$ cat src/rtl/multicycle_control.sv
// Multi-cycle MIPS main-control FSM: Moore decode of state, ready-handshaked memory, bus-timeout watchdog.
// Define MULTICYCLE_PERF_EN to add the cycle_cnt/instr_cnt performance counters.
module multicycle_control #(
  parameter int WAIT_MAX = 15,
  parameter int CNT_W    = 32
) (
  input  logic             clk,
  input  logic             reset_n,
  input  logic [5:0]       op,
  input  logic [5:0]       funct,
  input  logic             zero,
  input  logic             mem_ready,
  output logic             pc_write,
  output logic             pc_write_cond,
  output logic             iord,
  output logic             mem_read,
  output logic             mem_write,
  output logic             ir_write,
  output logic             reg_dst,
  output logic             mem_to_reg,
  output logic             reg_write,
  output logic             alu_src_a,
  output logic [1:0]       alu_src_b,
  output logic [1:0]       alu_op,
  output logic [1:0]       pc_source,
  output logic [3:0]       state,
  output logic             instr_done,
  output logic             halted,
  output logic             bus_error
`ifdef MULTICYCLE_PERF_EN
  ,
  output logic [CNT_W-1:0] cycle_cnt,
  output logic [CNT_W-1:0] instr_cnt
`endif
);

  typedef enum logic [3:0] {
    S_FETCH  = 4'd0,
    S_DECODE = 4'd1,
    S_MEMADR = 4'd2,
    S_MEMRD  = 4'd3,
    S_MEMWB  = 4'd4,
    S_MEMWR  = 4'd5,
    S_EXEC   = 4'd6,
    S_ALUWB  = 4'd7,
    S_BRANCH = 4'd8,
    S_JUMP   = 4'd9,
    S_ADDIEX = 4'd10,
    S_ADDIWB = 4'd11,
    S_HALT   = 4'd15
  } state_t;

  localparam logic [5:0] OP_RTYPE = 6'b000000;
  localparam logic [5:0] OP_LW    = 6'b100011;
  localparam logic [5:0] OP_SW    = 6'b101011;
  localparam logic [5:0] OP_BEQ   = 6'b000100;
  localparam logic [5:0] OP_J     = 6'b000010;
  localparam logic [5:0] OP_ADDI  = 6'b001000;
  localparam logic [7:0] WAIT_LIM = 8'(WAIT_MAX);

  state_t     state_q;
  state_t     nxt;
  logic       live_q;
  logic [7:0] wait_cnt_q;
  logic       bus_err_q;
  logic       mem_wait;
  logic       timeout;

  // funct and zero are consumed by the datapath (ALU control, branch gating), not by this FSM.
  logic unused_inputs;
  assign unused_inputs = ^{funct, zero};

  always_comb begin
    nxt      = state_q;
    mem_wait = (state_q == S_FETCH || state_q == S_MEMRD || state_q == S_MEMWR) && !mem_ready;
    timeout  = 1'b0;
    case (state_q)
      S_FETCH:  if (mem_ready) nxt = S_DECODE;
      S_DECODE: begin
        case (op)
          OP_RTYPE:     nxt = S_EXEC;
          OP_LW, OP_SW: nxt = S_MEMADR;
          OP_BEQ:       nxt = S_BRANCH;
          OP_J:         nxt = S_JUMP;
          OP_ADDI:      nxt = S_ADDIEX;
          default:      nxt = S_HALT;
        endcase
      end
      S_MEMADR: nxt = (op == OP_LW) ? S_MEMRD : S_MEMWR;
      S_MEMRD:  if (mem_ready) nxt = S_MEMWB;
      S_MEMWR:  if (mem_ready) nxt = S_FETCH;
      S_EXEC:   nxt = S_ALUWB;
      S_ADDIEX: nxt = S_ADDIWB;
      S_MEMWB, S_ALUWB, S_BRANCH, S_JUMP, S_ADDIWB: nxt = S_FETCH;
      S_HALT:   nxt = S_HALT;
      default:  nxt = S_HALT;
    endcase
    if (mem_wait && wait_cnt_q == WAIT_LIM) begin
      nxt     = S_HALT;
      timeout = 1'b1;
    end
  end

  // live_q holds the FSM for the first edge after reset release so FETCH starts cleanly on it.
  always_ff @(posedge clk or negedge reset_n) begin
    if (!reset_n) begin
      live_q     <= 1'b0;
      state_q    <= S_FETCH;
      wait_cnt_q <= '0;
      bus_err_q  <= 1'b0;
    end else if (!live_q) begin
      live_q <= 1'b1;
    end else begin
      state_q    <= nxt;
      wait_cnt_q <= (mem_wait && !timeout) ? wait_cnt_q + 1'b1 : '0;
      if (timeout) bus_err_q <= 1'b1;
    end
  end

  always_comb begin
    pc_write      = 1'b0;
    pc_write_cond = 1'b0;
    iord          = 1'b0;
    mem_read      = 1'b0;
    mem_write     = 1'b0;
    ir_write      = 1'b0;
    reg_dst       = 1'b0;
    mem_to_reg    = 1'b0;
    reg_write     = 1'b0;
    alu_src_a     = 1'b0;
    alu_src_b     = 2'b00;
    alu_op        = 2'b00;
    pc_source     = 2'b00;
    instr_done    = 1'b0;
    if (live_q) begin
      case (state_q)
        S_FETCH: begin
          mem_read  = 1'b1;
          alu_src_b = 2'b01;
          ir_write  = mem_ready;
          pc_write  = mem_ready;
        end
        S_DECODE: alu_src_b = 2'b11;
        S_MEMADR: begin
          alu_src_a = 1'b1;
          alu_src_b = 2'b10;
        end
        S_MEMRD: begin
          mem_read = 1'b1;
          iord     = 1'b1;
        end
        S_MEMWB: begin
          reg_write  = 1'b1;
          mem_to_reg = 1'b1;
          instr_done = 1'b1;
        end
        S_MEMWR: begin
          mem_write  = 1'b1;
          iord       = 1'b1;
          instr_done = mem_ready;
        end
        S_EXEC: begin
          alu_src_a = 1'b1;
          alu_op    = 2'b10;
        end
        S_ALUWB: begin
          reg_write  = 1'b1;
          reg_dst    = 1'b1;
          instr_done = 1'b1;
        end
        S_BRANCH: begin
          alu_src_a     = 1'b1;
          alu_op        = 2'b01;
          pc_write_cond = 1'b1;
          pc_source     = 2'b01;
          instr_done    = 1'b1;
        end
        S_JUMP: begin
          pc_write   = 1'b1;
          pc_source  = 2'b10;
          instr_done = 1'b1;
        end
        S_ADDIEX: begin
          alu_src_a = 1'b1;
          alu_src_b = 2'b10;
        end
        S_ADDIWB: begin
          reg_write  = 1'b1;
          instr_done = 1'b1;
        end
        default: ;
      endcase
    end
  end

  assign state     = state_q;
  assign halted    = (state_q == S_HALT);
  assign bus_error = bus_err_q;

`ifdef MULTICYCLE_PERF_EN
  always_ff @(posedge clk or negedge reset_n) begin
    if (!reset_n) begin
      cycle_cnt <= '0;
      instr_cnt <= '0;
    end else if (live_q) begin
      if (state_q != S_HALT) cycle_cnt <= cycle_cnt + 1'b1;
      if (instr_done) instr_cnt <= instr_cnt + 1'b1;
    end
  end
`else
  localparam int unused_cnt_w = CNT_W;
`endif

endmodule
$ cat config.mk
export PLATFORM = sky130hd
export DESIGN_NAME = multicycle_control
export DESIGN_NICKNAME = d
export VERILOG_FILES = /design/src/rtl/multicycle_control.sv
export SDC_FILE = /design/constraint.sdc
export NUM_CORES = 1
export LEC_CHECK = 0
export ABC_AREA = 1
export BUFFER_PORTS_ARGS = -buffer_cell sky130_fd_sc_hd__buf_2
export CAP_MARGIN = 20
export CORE_MARGIN = 3
export CORE_UTILIZATION = 25
export CTS_BUF_LIST = sky130_fd_sc_hd__clkbuf_8
export CTS_CLUSTER_DIAMETER = 60
export DETAILED_ROUTE_END_ITERATION = 7
export PLACE_DENSITY = 0.54
export SKIP_CTS_REPAIR_TIMING = 1
export SLEW_MARGIN = 20
export SYNTH_ARGS = -nofsm -noshare
export SYNTH_HDL_FRONTEND = slang
export SYNTH_SLANG_ARGS = --single-unit
$ cat constraint.sdc
create_clock -name clk -period 1.5 [get_ports clk]
set_input_delay 0.3 -clock clk [delete_from_list [all_inputs] [get_ports clk]]
set_output_delay 0.3 -clock clk [all_outputs]
set_load 0.01 [all_outputs]
==> results of run 1 <==
==> synth_stat cells (all sizes together) <==
library cell  instances  area, sq um
o21ai                 7         35.0
nor4                  1         6.26
nor3b                 2         15.0
clkbuf                1         3.75
a21oi                10         50.1
a31oi                 2         12.5
nor2                 40          160
nand3                14         80.1
nand2                51          201
xnor2                 2         17.5
clkinv                1         3.75
buf                   2         11.3
nand4                 1         6.26
o21bai                1         7.51
nor3                  5         40.0
ha                    1         12.5
inv                  30          113
dfrtp                14          350
conb                  1         3.75
==> power breakdown <==
| part | total, mW | internal (mW) | switching, mW |
|---|---|---|---|
| sequential | 0.608 | 0.458 | 0.149 |
| combinational | 1.63 | 0.764 | 0.863 |
| clock | 0.366 | 0.232 | 0.133 |
| total | 2.60 | 1.45 | 1.15 |
==> final cells by class <==
class                   instances  area, sq um
flip-flops and latches         14          355
inverters                      31          116
well taps                      50         62.6
repair buffers                 60          395
clock buffers                   4         55.1
multi-input cells             138          744
fillers                       465         2440
==> stage by stage <==
stage	worst slack, ns	cells	cell area [sq um]
finish	-0.214	297	1730
global route	-0.309	297	1730
CTS	-0.297	291	1570
detailed placement	-0.0183	287	1520
global placement	-0.0363	287	1520
floorplan	0.0190	186	1130
==> sequential cells by signal, indices dropped and copies added (netlist names) <==
name,cells
bus_error,1
live_q,1
wait_cnt_q,8
state,4
==> worst register-to-register path: stages, from the launching register on <==
cell and delay [ns]:
dfrtp_2 0.47, nor2_4 0.19, nand2_1 0.14, nand3_4 0.12, nand3_2 0.10, nand2_4 0.13, inv_2 0.07, nor2_1 0.08
nor2_1 0.05
==> worst min path at each step <==
stage               depth (start not counted)            end      start
detailed placement                          1  wait_cnt_q[5]    reset_n
finish                                      1      bus_error  bus_error
floorplan                                   0      bus_error    reset_n
global route                                2  wait_cnt_q[7]    reset_n
global placement                            1  wait_cnt_q[5]    reset_n
CTS                                         1       state[0]    reset_n
==> kinds of logic after synthesis <==
family,after synthesis,share of synthesized area (%)
buffers and inverters,34,11.6
AO/OA/AOI/OAI,20,9.30
adder cells (fa/ha/maj),1,1.11
AND/OR/NAND/NOR,114,45.1
flip-flops,14,31.0
XOR/XNOR,2,1.55
other,1,0.332
==> routing by layer <==
metal | GRT usage [%] | up-vias
li1 | - | 700
met5 | 0 | -
met4 | 1.84 | 0
met2 | 17.5 | 27
met3 | 2.75 | 2
met1 | 16.2 | 598
==> results_dict.tcl, run 1 <==
set metrics [dict create \
    worstReg2RegEnd "state[2]" \
    dieArea_sq_um 5360 \
    finalCritPeriodShare_pct 114 \
    routed_wl_um 3070 \
    fin_skew_ns 0.00135 \
    ios 39 \
    drt-met1-wl_um 1450 \
    dp_hpwl_um 2360 \
    p_leak_nw 0.942 \
    finalHoldViolations 0 \
    ant_nets 0 \
    htreeDepth 1 \
    holdWs_ns 0.467 \
    slowest_stage "dfrtp_2" \
    wl_met2_um 1450 \
    worstSetupEndpoint "alu_src_b[1]" \
    start_util_pct 27.1 \
    utilization_pct 41.4 \
    rrSetupSlack_ns 0.05 \
    crit_type "flip-flop to output pin" \
    regToRegStartpoint "state[3]" \
    antenna_found_initial 0 \
    core_sq_um 4170 \
    cts_tree "done" \
    num_antenna_cells 0 \
    routed-via-count 1327 \
    grt_overflow 0 \
    netlist_area_sq_um 1130 \
    critPathLaunchType "flip-flop" \
    drt_iter0_markers 63 \
    grt_pass1_wl_um 4970 \
    ys_seq_area_share_pct 31.0 \
    total_power_mw 2.60 \
    cpPeakStageDelay_ns 0.47 \
    die_y_um 73.2 \
    die_x_um 73.2 \
    drc 0 \
    highest_layer "met4" \
    grt_max_degree 19 \
    cts_buffers 3 \
    ys_seq_elements 14 \
    gp_congestion 0.820 \
    firstDrtPassIters 4 \
    min_path_type "flip-flop to flip-flop" \
    layout_commonest_cell "nand2_1" \
    mostFrequentLayoutCells "44 x nand2_1, 32 x nor2_1, 31 x buf_2" \
    worstPathArrival_ns 1.41 \
    yosysWarnings 0 \
    synthCells 186 \
    cts.sinks 14 \
    path_buf_inv 2 \
    outcome "complete, but fails checks" \
    worst-r2r-cell-count 8 \
    peakVddDrop_mv 0.371 \
    ys_types 27 \
    cp_max_fo 5 \
    layout.nets 265 \
    first_global_vias 1134 \
    max_freq_mhz 583 \
    met3_length_um 151 \
    cts_buffer_depth 2 \
    finalSetupViolCount 17 \
    synthToLayoutAreaGrowth_pct 53.0 \
    maxCapViolCount 0 \
    cts-root-buf "clkbuf_8" \
    synth_nets 203 \
    min_period_ns 1.71 \
    port_buffers 31 \
    clkLatencyLatePin_ns 0.24 \
    wl_per_cell_um 10.3 \
    cts.clk_slew.worst_paths_ns 0.06 \
    crit_required_ns 1.20 \
    power_density_nw_per_um2 1500 \
    maxSlewViolCount 0 \
    cp-startpoint "state[3]" \
    cp.depth 6 \
    critPathTopFamily "flip-flops" \
    drive_above_1_share_pct 40.9 \
    syn_area_per_cell_sq_um 6.07 \
    via_per_inst 4.47 \
    violations "setup timing" \
    rsz0062_at_grt "yes" \
    grt.total_usage_pct 11.4 \
    row_count 23 \
    tns_ns -1.93 \
    crit_path_end_kind "output pin" \
    crit_chain "nor2_4 -> inv_2 -> nor3_4 -> a21oi_1 -> nor2_1 -> buf_2" \
    setup_slack_ns -0.214 \
]
Note: power is estimated with default switching activity, not from simulation.
==> inputs of run 2 (changes only) <==
RECOVER_POWER = 100   (was default)
SKIP_LAST_GASP = 1   (was default)
==> results_dict.tcl, run 2 (synthesis gave the netlist of run 1 again) <==
set metrics [dict create \
    dp_slack_ns -0.0183 \
    row_count 23 \
    num_antenna_cells 0 \
    crit_type "flip-flop to output pin" \
    rsz0062_at_grt "yes" \
    max_freq_mhz 583 \
    multi_input_area_sq_um 744 \
    met3_length_um 152 \
    dp_hpwl_um 2360 \
    highest_layer "met4" \
    firstDrtPassIters 4 \
    mostFrequentLayoutCells "44 x nand2_1, 32 x nor2_1, 29 x buf_2" \
    finalCritPeriodShare_pct 114 \
    largest_register "wait_cnt_q" \
    start_util_pct 27.1 \
    setup_slack_ns -0.214 \
    synthToLayoutAreaGrowth_pct 52.8 \
    layout_commonest_cell "nand2_1" \
    via_per_inst 4.47 \
    cts_tree "done" \
    fin_skew_ns 0.00127 \
    htreeDepth 1 \
    slew_headroom_pct 51.1 \
    wl_per_cell_um 10.3 \
    min_period_ns 1.71 \
    cp_max_fo 5 \
    drt_iter0_markers 63 \
    power_density_nw_per_um2 1510 \
    violations "setup timing" \
    ios 39 \
    utilization_pct 41.4 \
    cts-root-buf "clkbuf_8" \
    total_power_mw 2.60 \
    cts_buffer_depth 2 \
    min_path_type "flip-flop to flip-flop" \
    grt.total_usage_pct 11.4 \
    port_buffers 31 \
    finalHoldViolations 0 \
    wl_met2_um 1450 \
    routed_wl_um 3070 \
    p_leak_nw 0.935 \
    worst_slew_pin_slew_ns 0.734 \
    peakVddDrop_mv 0.371 \
    core_sq_um 4170 \
    gp_congestion 0.820 \
    outcome "complete, but fails checks" \
    critPathLaunchType "flip-flop" \
    clkLatencyLatePin_ns 0.24 \
    grt_pass1_wl_um 4970 \
    layout.nets 265 \
    grt_overflow 0 \
    dieArea_sq_um 5360 \
    maxSlewViolCount 0 \
    routed-via-count 1329 \
    worstPathArrival_ns 1.41 \
    antenna_found_initial 0 \
    crit_path_end_kind "output pin" \
    fillCellCount 465 \
    cts.clk_slew.worst_paths_ns 0.06 \
    cts_buffers 3 \
    seq_area_sq_um 355 \
    grt_max_degree 19 \
    cts.sinks 14 \
    first_global_vias 1134 \
    die_y_um 73.2 \
    drive_above_1_share_pct 40.1 \
    drt-met1-wl_um 1450 \
    largest_reg_flops 8 \
    finalSetupViolCount 17 \
    die_x_um 73.2 \
    maxCapViolCount 0 \
    ant_nets 0 \
    crit_required_ns 1.20 \
    drc 0 \
]
run 2: cell count changes in the layout (fill, tap and decap cells not counted):
cell	delta
buf_2	-2
clkbuf_1	+2
run 2: per-layer routing:
metal,vias up,GRT usage (%)
met5,-,0
met2,27,17.5
met3,2,2.75
met4,0,1.84
met1,600,16.2
li1,700,-
run 2: power breakdown:
part | internal, mW | switching [mW] | leakage [nW]
combinational | 0.763 | 0.863 | 0.729
sequential | 0.458 | 0.149 | 0.178
clock | 0.232 | 0.133 | 0.0288
run 2: stage by stage:
stage / std cells / hold WS [ns] / TNS (ns) / area [sq um]
after floorplan: 186 / 0.00441 / 0 / 1130
after CTS: 291 / -0.0461 / -3.23 / 1570
after detailed placement: 287 / 0.214 / -0.0202 / 1520
final: 297 / 0.471 / -1.93 / 1730
after global routing: 297 / 0.511 / -3.77 / 1730
after global placement: 287 / 0.215 / -0.0426 / 1520
run 2: cell type report:
| type | instances | area share (%) |
|---|---|---|
| Multi-Input combinational cell | 138 | 43.1 |
| Clock buffer | 4 | 3.19 |
| Inverter | 31 | 6.74 |
| Sequential cell | 14 | 20.6 |
| Timing Repair Buffer | 60 | 22.8 |
| Tap cell | 50 | 3.62 |
run 2: critical path: stages (launching register included):
cell and delay (ns):
dfrtp_2 0.47, nor2_4 0.19, inv_2 0.08, nor3_4 0.14
a21oi_1 0.08, nor2_1 0.08, buf_2 0.13
run 2: final timing paths:
| kind | start | end | slack [ns] | depth (start not counted) |
|---|---|---|---|---|
| worst min register to register | bus_error | bus_error | 0.47 | 1 |
| worst min-delay path | bus_error | bus_error | 0.47 | 1 |
| min in group asynchronous | reset_n | wait_cnt_q[3] | 0.63 | 2 |
| worst max-delay path | state[3] | alu_src_b[1] | -0.21 | 6 |
| max in group asynchronous | reset_n | state[3] | 0.36 | 2 |
| worst max register to register | state[3] | state[2] | 0.05 | 8 |
